`src/rtl/polar_serial_encoder_pkg.sv`:
```
// Shared types and helpers for the bit-serial polar encoder (package polar_pkg).
// Row steps use the Pascal-mod-2 recurrence. Row i, bit j is set when j is a bit-subset of i.
package polar_pkg;

  localparam int unsigned ROW_MAX = 1024;

  typedef enum logic [1:0] {IDLE, ACC, OUT} enc_state_t;

  function automatic int unsigned N_of(input int unsigned n);
    return 32'd1 << n;
  endfunction

  // One Pascal-XOR step: new[k] = row[k-1] ^ row[k], and new[0] is always 1.
  function automatic logic [ROW_MAX-1:0] row_next(input logic [ROW_MAX-1:0] row);
    return {row[ROW_MAX-2:0] ^ row[ROW_MAX-1:1], 1'b1};
  endfunction

endpackage

```
`src/rtl/polar_serial_encoder_if.sv`:
```
// Message-in / codeword-out handshake bundle for polar_serial_encoder.
interface polar_serial_encoder_if import polar_pkg::*; #(
  parameter int unsigned n = 2
);
  localparam int unsigned N = N_of(n);

  logic         u_valid;
  logic         u_ready;
  logic         u_bit;
  logic         x_valid;
  logic         x_ready;
  logic [N-1:0] x;

  modport master (output u_valid, u_bit, x_ready, input u_ready, x_valid, x);
  modport slave  (input u_valid, u_bit, x_ready, output u_ready, x_valid, x);
endinterface

```
`src/rtl/polar_serial_encoder_row_gen.sv`:
```
// Generates the rows of G_N in order using Pascal mod 2.
// load restarts the sequence at row 0 and takes priority over step.
module polar_row_gen import polar_pkg::*; #(
  parameter int unsigned n = 2,
  localparam int unsigned N = N_of(n)
) (
  input  logic         clk,
  input  logic         rst,
  input  logic         load,
  input  logic         step,
  output logic [N-1:0] row
);

  logic [ROW_MAX-1:0] wide_next;

  assign wide_next = row_next(ROW_MAX'(row));

  always_ff @(posedge clk) begin
    if (rst || load) begin
      row <= N'(1);
    end else if (step) begin
      row <= wide_next[N-1:0];
    end
  end

  if (N < ROW_MAX) begin : g_sink
    logic row_unused;
    assign row_unused = ^wide_next[ROW_MAX-1:N];
  end

endmodule

```
`src/rtl/polar_serial_encoder.sv`:
```
// Bit-serial polar encoder. It computes x = u * G_N in natural order and returns the codeword in parallel.
// Optional macro POLAR_FROZEN_FORCE_EN forces the bits at FROZEN_MASK positions to 0.
module polar_serial_encoder import polar_pkg::*; #(
  parameter int unsigned n = 2,
  parameter logic [N_of(n)-1:0] FROZEN_MASK = '0
) (
  input  logic                   clk,
  input  logic                   rst,
  polar_serial_encoder_if.slave  bus,
  output logic                   busy
);

  localparam int unsigned N = N_of(n);

  enc_state_t   state;
  logic [n-1:0] idx;
  logic [N-1:0] row;
  logic [N-1:0] acc;
  logic [N-1:0] acc_next;
  logic [N-1:0] x_q;
  logic         u_ready_q;
  logic         x_valid_q;
  logic         eff_bit;
  logic         xfer;
  logic         x_take;
  logic         last;

  assign xfer   = bus.u_valid & u_ready_q;
  assign x_take = x_valid_q & bus.x_ready;
  assign last   = (idx == n'(N - 1));

`ifdef POLAR_FROZEN_FORCE_EN
  assign eff_bit = bus.u_bit & ~FROZEN_MASK[idx];
`else
  logic mask_unused;
  assign mask_unused = ^FROZEN_MASK;
  assign eff_bit     = bus.u_bit;
`endif

  assign acc_next = acc ^ (eff_bit ? row : '0);

  polar_row_gen #(.n(n)) u_row_gen (
    .clk  (clk),
    .rst  (rst),
    .load (x_take),
    .step (xfer),
    .row  (row)
  );

  // In IDLE, acc is 0 and row is 1, so the first bit follows the same path as every later bit.
  // idx holds at N-1 through OUT and wraps only when the codeword is taken.
  always_ff @(posedge clk) begin
    if (rst) begin
      state     <= IDLE;
      idx       <= '0;
      acc       <= '0;
      x_q       <= '0;
      u_ready_q <= 1'b1;
      x_valid_q <= 1'b0;
      busy      <= 1'b0;
    end else begin
      case (state)
        IDLE, ACC: begin
          if (xfer) begin
            busy <= 1'b1;
            acc  <= acc_next;
            if (last) begin
              state     <= OUT;
              x_q       <= acc_next;
              u_ready_q <= 1'b0;
              x_valid_q <= 1'b1;
            end else begin
              state <= ACC;
              idx   <= idx + 1'b1;
            end
          end
        end
        OUT: begin
          if (x_take) begin
            state     <= IDLE;
            idx       <= '0;
            acc       <= '0;
            u_ready_q <= 1'b1;
            x_valid_q <= 1'b0;
            busy      <= 1'b0;
          end
        end
        default: state <= IDLE;
      endcase
    end
  end

  assign bus.u_ready = u_ready_q;
  assign bus.x_valid = x_valid_q;
  assign bus.x       = x_q;

endmodule

```
`src/flat_wrapper.sv`:
```
// flat-port wrapper written by rule: the top's interface ports become plain ports
module polar_serial_encoder_flat import polar_pkg::*;
#(
  parameter int unsigned n = 2,
  parameter logic [N_of(n)-1:0] FROZEN_MASK = '0
)
  (clk, rst, busy, bus_u_valid, bus_u_bit, bus_x_ready, bus_u_ready, bus_x_valid, bus_x);
  polar_serial_encoder_if #(.n(n)) bus_i ();
  input  logic clk;
  input  logic rst;
  output logic busy;
  input wire logic [$bits(bus_i.u_valid)-1:0] bus_u_valid;
  input wire logic [$bits(bus_i.u_bit)-1:0] bus_u_bit;
  input wire logic [$bits(bus_i.x_ready)-1:0] bus_x_ready;
  output wire logic [$bits(bus_i.u_ready)-1:0] bus_u_ready;
  output wire logic [$bits(bus_i.x_valid)-1:0] bus_x_valid;
  output wire logic [$bits(bus_i.x)-1:0] bus_x;
  assign bus_i.u_valid = bus_u_valid;
  assign bus_i.u_bit = bus_u_bit;
  assign bus_i.x_ready = bus_x_ready;
  assign bus_u_ready = bus_i.u_ready;
  assign bus_x_valid = bus_i.x_valid;
  assign bus_x = bus_i.x;
  polar_serial_encoder #(.n(n), .FROZEN_MASK(FROZEN_MASK)) u_core (.clk(clk), .rst(rst), .bus(bus_i), .busy(busy));
endmodule
```
`config.mk`:
```
export PLATFORM = sky130hd
export DESIGN_NAME = polar_serial_encoder_flat
export DESIGN_NICKNAME = d
export VERILOG_FILES = /design/src/rtl/polar_serial_encoder_pkg.sv /design/src/rtl/polar_serial_encoder_if.sv /design/src/rtl/polar_serial_encoder_row_gen.sv /design/src/rtl/polar_serial_encoder.sv /design/src/flat_wrapper.sv
export SDC_FILE = /design/constraint.sdc
export NUM_CORES = 1
export LEC_CHECK = 0
export ABC_AREA = 1
export BUFFER_PORTS_ARGS = -buffer_cell sky130_fd_sc_hd__buf_2
export CORE_MARGIN = 5
export CORE_UTILIZATION = 56
export DETAILED_ROUTE_END_ITERATION = 16
export HOLD_SLACK_MARGIN = 0.08
export PLACE_DENSITY_LB_ADDON = 0.25
export SYNTH_ARGS = -nofsm -noshare
export SYNTH_HDL_FRONTEND = slang
export SYNTH_SLANG_ARGS = --single-unit
```
`constraint.sdc`:
```
create_clock -name clk -period 3.8 [get_ports clk]
set_clock_uncertainty 0.15 [all_clocks]
set_input_delay 0.76 -clock clk [delete_from_list [all_inputs] [get_ports clk]]
set_output_delay 0.76 -clock clk [all_outputs]
set_load 0.005 [all_outputs]
```
### After elaboration in Yosys (flattened, before gate mapping)

Cells that the tools add are included.

| operators by class | value |
|---|---|
| reduce and logical (&&, ||, !) cells | 9 |
| add/subtract/negate cells | 1 |
| bitwise operators | 4 |
| muxes and demuxes | 21 |
| equality and inequality tests | 7 |

Operators by type and width:

| cell | number |
|---|---|
| $mux 4 | 3 |
| $mux 2 | 5 |
| $pmux 2 s2 | 2 |
| $pmux 4 s2 | 1 |
| $reduce_and 4->1 | 2 |
| $mux 1 | 7 |
| $ne 2x2->1 const B | 3 |
| $pmux 1 s2 | 3 |
| $reduce_and 3->1 | 2 |
| $eq 2x2->1 const B | 2 |
| $xor 4x4->4 | 1 |
| $xor 3x3->3 | 1 |
| $add 2x1->2 const B | 1 |
| $and 1x1->1 | 2 |
| $eq 2x1->1 const B | 1 |
| $logic_not 2->1 | 1 |
| $ne 2x1->1 const B | 1 |
| $reduce_and 2->1 | 1 |
| $reduce_bool 2->1 | 1 |
| $reduce_or 2->1 | 1 |
| $logic_or 1x1->1 | 1 |

| storage, ports and cells | value |
|---|---|
| input port bits | 5 |
| bits in registers | 18 |
| output and inout bits | 7 |
| logic and storage cells | 50 |

### Depth between registers and ports, before layout

Gate-level depths: netlist of the first run.

| logic depth | value |
|---|---|
| depth after elaboration | 4 |
| gate-level depth with buffers | 7 |
| mapped depth without buffers | 7 |

### By module

Synthesis of the first run repeated with hierarchy kept, for this count alone.

| unflattened totals | value |
|---|---|
| cells, all modules | 106 |
| area total of the unflattened synthesis | 805.8 µm² |

Modules (own cells, without submodules):

| module | sequential area each (µm²) | times used | cells each | area each (µm²) |
|---|---|---|---|---|
| polar_serial_encoder | 300.3 | 1 | 88 | 678.2 |
| polar_row_gen | 60.1 | 1 | 18 | 127.6 |

### Least setup slack after synthesis of the first run

No wires, ideal clock.

| timing path | value |
|---|---|
| path kind | input-to-reg |
| from | input port bus_u_valid |
| to | register u_core.x_q[1] (netlist: u_core.bus.x[1]) |
| setup time | 0.116 ns |
| required time | 3.534 ns |
| stages on the path | 6 |
| path buffers | 0 |
| path slack | 2.223 ns |
| arrival | 1.311 ns |
| cells stage by stage | nand2_1 -> inv_2 -> nand2_2 -> inv_2 -> o21ai_0 -> nor2_1 |

| on the way | value |
|---|---|
| longest elaborated chain between the ends | 2 |

Ends and longest elaborated chain:

| element | RTL line | RTL |
|---|---|---|
| from (decl) | flat_wrapper.sv:12 | `input wire logic [$bits(bus_i.u_valid)-1:0] bus_u_valid;` |
| $and 1x1->1 | polar_serial_encoder.sv:28 | `assign xfer = bus.u_valid & u_ready_q;` |
| $reduce_and 3->1 (no line) | n/a |  |
| to (signal assigned) | polar_serial_encoder.sv:69 | `x_q <= acc_next;` |
| to (decl) | polar_serial_encoder.sv:20 | `logic [N-1:0] x_q;` |

No other way between the ends.
A chain may end at the register's enable or synchronous reset.

### Worst setup path in the final report of the first run

| timing path | value |
|---|---|
| from | register u_core.u_ready_q (netlist: u_core.bus.u_ready) |
| to | output port bus_u_ready |

RTL lines:

| element | RTL line | RTL |
|---|---|---|
| from (decl) | polar_serial_encoder.sv:21 | `logic u_ready_q;` |
| from (signal assigned) | polar_serial_encoder.sv:58 | `u_ready_q <= 1'b1;` |
| from (signal assigned) | polar_serial_encoder.sv:70 | `u_ready_q <= 1'b0;` |
| from (signal assigned) | polar_serial_encoder.sv:83 | `u_ready_q <= 1'b1;` |
| to (decl) | flat_wrapper.sv:15 | `output wire logic [$bits(bus_i.u_ready)-1:0] bus_u_ready;` |

No word-level cell between the ends.

==> results.py, run 1 <==
metrics = {
    "routing": {
        "num_vias": 661,
        "wl_per_cell_um": 11.1,
        "routed_wl_mm": 1.47,
        "ant_nets": 0,
        "first_iter_violations": 12,
        "via_per_inst": 4.97,
        "dr.pass1.iters": 4,
        "drc_errors": 0,
    },
    "clocking": {
        "path_clk_slew_ps": 100,
        "cts.sinks": 18,
        "clk-insertion-delay-late_ps": 290,
        "cts_hold_buf": 0,
        "cts_resized": 0,
        "numCtsBuffers": 3,
        "cts_tree": "yes",
        "post_cts_buffers": 0,
        "cts.htree.levels": 1,
        "cts_root_buf": "clkbuf_4",
        "max-clock-path-buffers": 2,
    },
    "floorplanning": {
        "die_area_mm2": 0.00221,
        "start_util": 0.589,
        "core_mm2": 0.00130,
        "die_w_um": 47.0,
        "row_count": 13,
        "dieHeight_um": 47.0,
        "pin_count": 12,
    },
    "synth": {
        "yosysWarnings": 0,
        "synth_cells": 104,
        "yosysSeqAreaShare": 0.470,
        "yosys_register_bits": 18,
        "syn_nets": 110,
        "synth.distinct_cells": 17,
        "synth_top_area_frac": 0.470,
        "yosysTopAreaCell": "dfxtp_1",
        "avgSynthCellArea_um2": 7.37,
        "syn-cell-area_um2": 767,
        "ys_top_cells_by_area": "dfxtp_1 47%, nand2_1 13%, nor2_1 6.9%",
    },
    "critical_path": {
        "r2r-end": "u_core.bus.x[0]",
        "rr_startpoint": "u_core.idx[0]",
        "path_buf_inv": 1,
        "reg2reg_depth": 7,
        "start_kind": "register",
        "worstPathArrival_ps": 780,
        "cp.depth": 1,
        "path_delay_family": "flip-flops",
        "slowest_delay_ps": 370,
        "criticalPathCategory": "reg -> out",
        "path_max_fanout": 3,
        "r2r_slack_ps": 2490,
        "path_cells": "buf_2",
        "end_kind": "primary output",
        "cp_slowest_cell": "dfxtp_1",
        "crit_end": "bus_u_ready",
        "cp.required_ps": 2890,
        "critPathLaunch": "u_core.bus.u_ready",
    },
    "cells_and_area": {
        "fillers": 115,
        "register_area_um2": 360,
        "area_delta_synth_final_pct": 13.9,
        "multiInputGateArea_um2": 362,
        "postLayoutCoreUtil": 0.671,
        "final_cell_mix": "26 x nand2_1, 18 x dfxtp_1, 14 x nor2_1, 11 x buf_2, 10 x a21oi_1",
        "antenna_cells_inserted": 0,
        "layout_commonest_cell": "nand2_1",
        "drive_above_1_share": 0.212,
        "finalNetCount": 125,
    },
    "placement": {
        "dp_hpwl_mm": 1.12,
        "numPortBuffers": 11,
        "place.gp.congestion": 0.822,
    },
    "global_route": {
        "grt_pass1_wl_mm": 2.56,
        "grt_pass1_vias": 614,
        "antenna_found_initial": 0,
        "gr-total-overflow": 0,
        "track_usage": 0.167,
        "grt_max_degree": 13,
    },
    "timing": {
        "report.final.slew_viol_count": 0,
        "rsz0062_at_grt": "false",
        "finalSetupViolCount": 0,
        "relSlewSlack": 0.814,
        "hold_viol_final": 0,
        "finalCritPeriodShare": 0.446,
        "worst_pin_slew_ps": 279,
        "post-route-min-period_ps": 1690,
        "fmax_mhz": 591,
        "finalSetupTns_ps": 0,
    },
    "power_and_ir_drop": {
        "clkPwrFrac": 0.326,
        "peakVddDrop_mv": 0.224,
        "switching_share": 0.246,
        "p_sw_mw": 0.0887,
        "seq_power_share": 0.568,
        "p_int_mw": 0.272,
        "share_comb_of_total_power": 0.106,
        "p_leak_nw": 0.400,
        "power_density_mw_per_mm2": 413,
    },
    "min_path": {
        "hold_path.class": "reg -> reg",
    },
    "run": {
        "cap_violations": 0,
    },
    "run_status": {
        "status": "finished clean",
    },
}
-- registers in the layout, indices dropped and copies added (netlist names) --
| register | flops |
|---|---|
| u_core.busy | 1 |
| u_core.state | 2 |
| u_core.bus.u_ready | 1 |
| u_core.u_row_gen.row | 3 |
| u_core.bus.x | 4 |
| u_core.bus.x_valid | 1 |
| u_core.idx | 2 |
| u_core.acc | 4 |
-- power by group through the flow --
stage	combinational (mW)	sequential, mW	clock, mW
after floorplan	0.0276	0.208	0
after global placement	0.0375	0.209	0
after detailed placement	0.0380	0.209	0
after CTS	0.0385	0.205	0.120
after global routing	0.0442	0.206	0.127
final	0.0382	0.205	0.117
-- cells by family (layout without fill, tap and decap cells) --
group | count (synthesis) | count (layout) | share of synthesized area
fa+ha+maj | 1 | 1 | 0.0163
flops | 18 | 18 | 0.470
xor+xnor | 4 | 4 | 0.0457
buf+inv | 12 | 26 | 0.0587
compound gates | 16 | 16 | 0.109
simple gates | 53 | 53 | 0.300
-- synth_stat cells --
| cell type | count |
|---|---|
| o21ai_0 | 5 |
| clkbuf_1 | 1 |
| nor3_2 | 1 |
| nor2_1 | 14 |
| a21oi_1 | 10 |
| nand3_1 | 6 |
| nand2_2 | 1 |
| a21oi_2 | 1 |
| inv_2 | 4 |
| ha_1 | 1 |
| inv_1 | 7 |
| nor3b_1 | 2 |
| xor2_1 | 1 |
| xnor2_1 | 3 |
| nor2_2 | 3 |
| nand2_1 | 26 |
| dfxtp_1 | 18 |
-- cell type report --
class / instances / area share
multi-input combinational: 74 / 0.414
sequential: 18 / 0.413
timing repair buffer: 11 / 0.0630
inverter: 11 / 0.0473
clock buffer: 4 / 0.0415
tap: 15 / 0.0215
-- per-stage QoR --
stage / power, mW / cells / worst slack, ps / hold WS [ps] / cell area, um^2
6_report: 0.360 / 133 / 2110 / 322 / 873
4_1_cts: 0.363 / 133 / 2100 / 325 / 873
3_3_place_gp: 0.246 / 129 / 2030 / 305 / 837
2_1_floorplan: 0.236 / 104 / 2220 / 294 / 767
5_1_grt: 0.378 / 133 / 2050 / 343 / 873
3_5_place_dp: 0.247 / 129 / 2010 / 309 / 837
-- worst min-delay path by stage --
stage                    startpoint         endpoint  slack [ps]  cells after the start
floorplan             u_core.idx[1]    u_core.idx[1]         290                      2
global placement      u_core.idx[1]    u_core.idx[1]         300                      2
detailed placement  u_core.bus.x[0]  u_core.bus.x[0]         310                      2
CTS                 u_core.bus.x[0]  u_core.bus.x[0]         320                      2
global route          u_core.idx[1]    u_core.idx[1]         340                      2
finish              u_core.bus.x[0]  u_core.bus.x[0]         320                      2
-- layer usage --
| layer | track usage | up-vias | wire, um | share of wire |
|---|---|---|---|---|
| met5 | 0 | - | 0 | 0 |
| met4 | 0.105 | 0 | 36 | 0.024 |
| met3 | 0.0460 | 5 | 84 | 0.057 |
| met2 | 0.228 | 15 | 629 | 0.43 |
| met1 | 0.230 | 284 | 723 | 0.49 |
| li1 | - | 357 | - | - |
Note: power is estimated with default switching activity, not from simulation.
==> run 2: changes to the inputs <==
--- a/config.mk
+++ b/config.mk
@@ -5,10 +5,10 @@
 export SDC_FILE = /design/constraint.sdc
 export NUM_CORES = 1
 export LEC_CHECK = 0
-export ABC_AREA = 1
+export ABC_AREA = 0
 export BUFFER_PORTS_ARGS = -buffer_cell sky130_fd_sc_hd__buf_2
 export CORE_MARGIN = 5
-export CORE_UTILIZATION = 56
+export CORE_UTILIZATION = 53
 export DETAILED_ROUTE_END_ITERATION = 16
 export HOLD_SLACK_MARGIN = 0.08
 export PLACE_DENSITY_LB_ADDON = 0.25
==> constraint.sdc (replaced) <==
create_clock -name clk -period 1.6 [get_ports clk]
set_clock_uncertainty 0.15 [all_clocks]
set_input_delay 0.32 -clock clk [delete_from_list [all_inputs] [get_ports clk]]
set_output_delay 0.32 -clock clk [all_outputs]
set_load 0.005 [all_outputs]
==> run 2 against run 1 <==
Net effect:
- critical path type is now reg -> reg
- critical endpoint is now u_core.bus.x[0]
- sequential share of layout area down 3.0 points
- first-iteration DRC count up 92%
- register-to-register slack worse by 2400 ps
- largest cell class unchanged
- sequential power up 140%
- clock power up 150%
- highest routed layer unchanged
==> results.py, run 2 <==
metrics = {
    "timing": {
        "worst_pin_slew_ps": 313,
        "fmax_mhz": 671,
        "relSlewSlack": 0.786,
        "finalSetupTns_ps": 0,
        "hold_viol_final": 0,
        "finalCritPeriodShare": 0.932,
        "report.final.slew_viol_count": 0,
        "finalSetupViolCount": 0,
        "post-route-min-period_ps": 1490,
        "rsz0062_at_grt": "false",
    },
    "power_and_ir_drop": {
        "p_leak_nw": 0.427,
        "power_density_mw_per_mm2": 924,
        "peakVddDrop_mv": 0.626,
    },
    "critical_path": {
        "slowest_delay_ps": 370,
        "worstPathArrival_ps": 1560,
        "cp.required_ps": 1670,
        "criticalPathCategory": "reg -> reg",
        "path_max_fanout": 9,
        "path_cells": "ha_2 > and4b_1 > buf_4 > nor2_2 > a311oi_2",
        "reg2reg_depth": 5,
        "end_kind": "register",
        "start_kind": "register",
        "cp_slowest_cell": "dfxtp_2",
    },
    "clocking": {
        "clk-insertion-delay-late_ps": 300,
        "cts_hold_buf": 0,
        "cts_resized": 0,
        "cts.sinks": 18,
        "max-clock-path-buffers": 2,
        "cts_tree": "yes",
        "path_clk_slew_ps": 110,
        "cts_root_buf": "clkbuf_4",
        "cts.htree.levels": 1,
        "post_cts_buffers": 0,
        "numCtsBuffers": 3,
    },
    "global_route": {
        "grt_pass1_vias": 635,
        "antenna_found_initial": 0,
        "track_usage": 0.144,
        "gr-total-overflow": 0,
        "grt_max_degree": 13,
        "grt_pass1_wl_mm": 2.75,
    },
    "routing": {
        "met2WireLength_um": 723,
        "routed_wl_mm": 1.59,
        "num_vias": 695,
        "dr.pass1.iters": 4,
        "via_per_inst": 5.84,
        "wl_per_cell_um": 13.3,
        "ant_nets": 0,
        "wl_met1_um": 752,
        "drc_errors": 0,
        "highest_layer": "met4",
        "first_iter_violations": 23,
        "routed-wl-met3_um": 66,
    },
    "run_status": {
        "status": "finished clean",
    },
    "synth": {
        "yosys_register_bits": 18,
        "async_flop_share": 0,
        "syn-cell-area_um2": 847,
        "syn_nets": 96,
        "synth_most_common_cell": "dfxtp_1",
        "synthFlopType": "dfxtp_1",
        "synth_cells": 90,
        "yosysSeqAreaShare": 0.425,
        "synthTopCellsByCount": "18 x dfxtp_1, 9 x nor2_1, 5 x nand2_1, 5 x xor2_1",
        "yosysTopAreaCell": "dfxtp_1",
        "synth_top_area_frac": 0.425,
        "yosysWarnings": 0,
        "synth.distinct_cells": 38,
        "avgSynthCellArea_um2": 9.41,
        "ys_top_cells_by_area": "dfxtp_1 43%, xor2_1 5.2%, nor2_1 4.0%",
        "synth_edf_count": 0,
    },
    "min_path": {
        "hold_path.class": "in -> reg",
        "hold_depth": 2,
    },
    "placement": {
        "placed_area_um2": 906,
        "place.gp.congestion": 0.768,
        "dp_hpwl_mm": 1.16,
        "numPortBuffers": 11,
    },
    "cells_and_area": {
        "layout_commonest_cell": "dfxtp_1",
        "fillers": 119,
        "area_delta_synth_final_pct": 11.8,
        "finalNetCount": 110,
        "stdcell_area_um2": 947,
        "antenna_cells_inserted": 0,
        "drive_above_1_share": 0.243,
        "final_cell_mix": "16 x dfxtp_1, 11 x buf_2, 9 x nor2_1, 5 x nand2_1, 5 x xor2_1",
    },
    "floorplanning": {
        "die_w_um": 50.0,
        "pin_count": 12,
        "row_count": 14,
        "die_area_mm2": 0.00250,
        "dieHeight_um": 50.0,
        "start_util": 0.562,
        "core_mm2": 0.00151,
    },
    "run": {
        "cap_violations": 0,
    },
}
[run 2: cell count changes in the layout (fill, tap and decap cells not counted), moves of 5 or more]
cell / change
a21oi_1: -6
nand2_1: -21
nor2_1: -5
inv_1: -5
[run 2: critical path, delay by kind of cell, from the launching register on]
family                   cells  cell delay, ps
buffers and inverters        1             180
adder cells (fa/ha/maj)      1             220
AND/OR/NAND/NOR              2             280
AO/OA/AOI/OAI                1             220
flip-flops                   1             370
[run 2: worst paths after layout]
kind / endpoint / startpoint / slack, ps
setup / recovery: u_core.bus.x[0] / u_core.idx[0] / 110
hold / removal: u_core.busy / rst / 110
setup reg to reg: u_core.bus.x[0] / u_core.idx[0] / 110
hold reg to reg: u_core.acc[0] / u_core.acc[0] / 340
[run 2: power breakdown]
group / internal (mW) / switching, mW
sequential: 0.472 / 0.0188
combinational: 0.0456 / 0.0503
clock: 0.139 / 0.149
total: 0.657 / 0.218
[run 2: stage by stage]
stage	utilization	setup slack [ps]	std cells	hold WS (ps)	total power, mW
final	0.629	109	119	107	0.875
after global routing	0.629	5.93	119	106	0.919
after CTS	0.625	58.0	119	98.4	0.884
after detailed placement	0.601	80.5	115	318	0.595
after global placement	0.601	132	115	301	0.593
after floorplan	-	197	90	291	0.566
[run 2: final cells by class]
class | instances | area (um^2) | share of cell area
well taps | 16 | 20.0 | 0.0211
repair buffers | 14 | 77.6 | 0.0819
inverters | 2 | 7.51 | 0.00793
clock buffers | 4 | 36.3 | 0.0383
flip-flops and latches | 18 | 363 | 0.383
multi-input cells | 65 | 443 | 0.468
[run 2: per-layer routing]
metal,up-vias,track usage
li1,351,-
met1,323,0.180
met2,16,0.218
met3,5,0.0361
met4,0,0.0917
met5,-,0
[run 2: logic make-up (layout without fill, tap and decap cells)]
kind of cell	after synthesis	in the layout	share of synthesized area
AO/OA/AOI/OAI	18	18	0.161
XOR/XNOR	5	5	0.0517
adder cells (fa/ha/maj)	1	1	0.0148
buffers and inverters	7	20	0.0546
flip-flops	18	18	0.425
AND/OR/NAND/NOR	41	41	0.292
==> run 3: changes to the inputs <==
--- a/config.mk
+++ b/config.mk
@@ -11,7 +11,7 @@
 export CORE_UTILIZATION = 53
 export DETAILED_ROUTE_END_ITERATION = 16
 export HOLD_SLACK_MARGIN = 0.08
-export PLACE_DENSITY_LB_ADDON = 0.25
+export PLACE_DENSITY = 0.81
 export SYNTH_ARGS = -nofsm -noshare
 export SYNTH_HDL_FRONTEND = slang
 export SYNTH_SLANG_ARGS = --single-unit
==> run 3 against run 2 <==
Net effect:
- clock power decreased by 26%
- register-to-register slack about the same
- sequential power about the same
- power decreased by 8.7%
- global-route usage decreased by 0.77 points
- utilization decreased by 1.5 points
- fmax decreased by 0.47%
- critical path depth unchanged
- wire length decreased by 1.6%
- first-iteration DRC count decreased by 48%
- critical path type unchanged
- largest cell class unchanged
==> results.py, run 3 (synthesis gave the netlist of run 2 again) <==
metrics = {
    "floorplanning": {
        "row_count": 14,
        "die_w_um": 50.0,
        "die_area_mm2": 0.00250,
        "dieHeight_um": 50.0,
        "start_util": 0.562,
        "pin_count": 12,
        "core_mm2": 0.00151,
    },
    "clocking": {
        "cts_hold_buf": 0,
        "cts.htree.levels": 1,
        "cts_resized": 0,
        "max-clock-path-buffers": 2,
        "cts.sinks": 18,
        "clk-insertion-delay-late_ps": 280,
        "numCtsBuffers": 3,
        "cts_root_buf": "clkbuf_4",
        "post_cts_buffers": 0,
        "cts_tree": "yes",
        "path_clk_slew_ps": 90,
    },
    "routing": {
        "drc_errors": 0,
        "routed_wl_mm": 1.56,
        "via_per_inst": 5.78,
        "first_iter_violations": 12,
        "wl_per_cell_um": 13.3,
        "num_vias": 676,
        "dr.pass1.iters": 4,
        "ant_nets": 0,
    },
    "timing": {
        "relSlewSlack": 0.730,
        "finalCritPeriodShare": 0.936,
        "fmax_mhz": 667,
        "rsz0062_at_grt": "false",
        "report.final.slew_viol_count": 0,
        "post-route-min-period_ps": 1500,
        "finalSetupTns_ps": 0,
        "hold_viol_final": 0,
        "finalSetupViolCount": 0,
        "worst_pin_slew_ps": 394,
        "layout_setup_ws_ps": 102,
    },
    "cells_and_area": {
        "multiInputGateArea_um2": 443,
        "fillers": 131,
        "instances_no_fill": 117,
        "register_area_um2": 362,
        "area_delta_synth_final_pct": 9.16,
        "layout_commonest_cell": "dfxtp_1",
        "drive_above_1_share": 0.218,
        "antenna_cells_inserted": 0,
        "postLayoutCoreUtil": 0.614,
        "finalNetCount": 109,
        "final_cell_mix": "17 x dfxtp_1, 11 x buf_2, 9 x nor2_1, 5 x nand2_1, 5 x xor2_1",
    },
    "global_route": {
        "gr-total-overflow": 0,
        "track_usage": 0.137,
        "grt_max_degree": 13,
        "antenna_found_initial": 0,
        "grt_pass1_wl_mm": 2.61,
        "grt_pass1_vias": 572,
    },
    "min_path": {
        "hold_path.class": "in -> reg",
    },
    "power_and_ir_drop": {
        "power_density_mw_per_mm2": 864,
        "clkPwrFrac": 0.267,
        "p_sw_mw": 0.195,
        "share_comb_of_total_power": 0.117,
        "peakVddDrop_mv": 0.523,
        "switching_share": 0.244,
        "p_int_mw": 0.604,
        "p_leak_nw": 0.416,
        "seq_power_share": 0.616,
    },
    "critical_path": {
        "cp_slowest_cell": "dfxtp_2",
        "slowest_delay_ps": 360,
        "cp.required_ps": 1660,
        "path_max_fanout": 9,
        "start_kind": "register",
        "path_buf_inv": 1,
        "worstPathArrival_ps": 1550,
        "end_kind": "register",
        "path_delay_family": "flip-flops",
        "path_cells": "ha_2 > and4b_1 > buf_4 > nor2_2 > a311oi_2",
        "criticalPathCategory": "reg -> reg",
    },
    "placement": {
        "place_inst": 114,
        "place.gp.congestion": 0.769,
        "dp_hpwl_mm": 1.20,
        "dp_slack_ps": 41.7,
        "numPortBuffers": 11,
    },
    "run_status": {
        "status": "finished clean",
    },
    "run": {
        "cap_violations": 0,
    },
}
[run 3: worst paths after layout]
check	start	depth (start not counted)	slack, ps	to
setup reg to reg	u_core.idx[0]	5	100	u_core.bus.x[0]
hold / removal	rst	2	160	u_core.state[1]
hold reg to reg	u_core.acc[0]	1	340	u_core.acc[0]
setup / recovery	u_core.idx[0]	5	100	u_core.bus.x[0]
[run 3: worst reg2reg max path: cells and delay by family, from the launching register on]
family / cells / cell delay, ps
AND/OR/NAND/NOR: 2 / 290
adder cells (fa/ha/maj): 1 / 230
AO/OA/AOI/OAI: 1 / 220
flip-flops: 1 / 360
buffers and inverters: 1 / 180
[run 3: per-stage QoR]
stage | cell area [um^2] | total power, mW | hold WS [ps]
final | 925 | 0.799 | 159
after floorplan | 847 | 0.566 | 291
after global placement | 898 | 0.590 | 297
after CTS | 921 | 0.806 | 152
after global routing | 925 | 0.848 | 172
after detailed placement | 898 | 0.595 | 311
[run 3: power groups by stage]
stage	Sequential (mW)	Clock (mW)	Combinational, mW
2_1_floorplan	0.497	0	0.0697
3_3_place_gp	0.500	0	0.0905
3_5_place_dp	0.502	0	0.0930
4_1_cts	0.491	0.221	0.0939
5_1_grt	0.496	0.247	0.105
6_report	0.492	0.213	0.0932
[run 3: layout make-up]
type / instances / share of cell area
flip-flops and latches: 18 / 0.391
clock buffers: 3 / 0.0244
inverters: 2 / 0.00812
repair buffers: 13 / 0.0758
multi-input cells: 65 / 0.479
well taps: 16 / 0.0217
[run 3: per-layer routing]
layer  up-vias  global-route usage  wire [um]
met4         0              0.0524         14
met1       314               0.184        772
met2         9               0.199        710
met5         -                   0          0
met3         2              0.0452         63
li1        351                   -          -
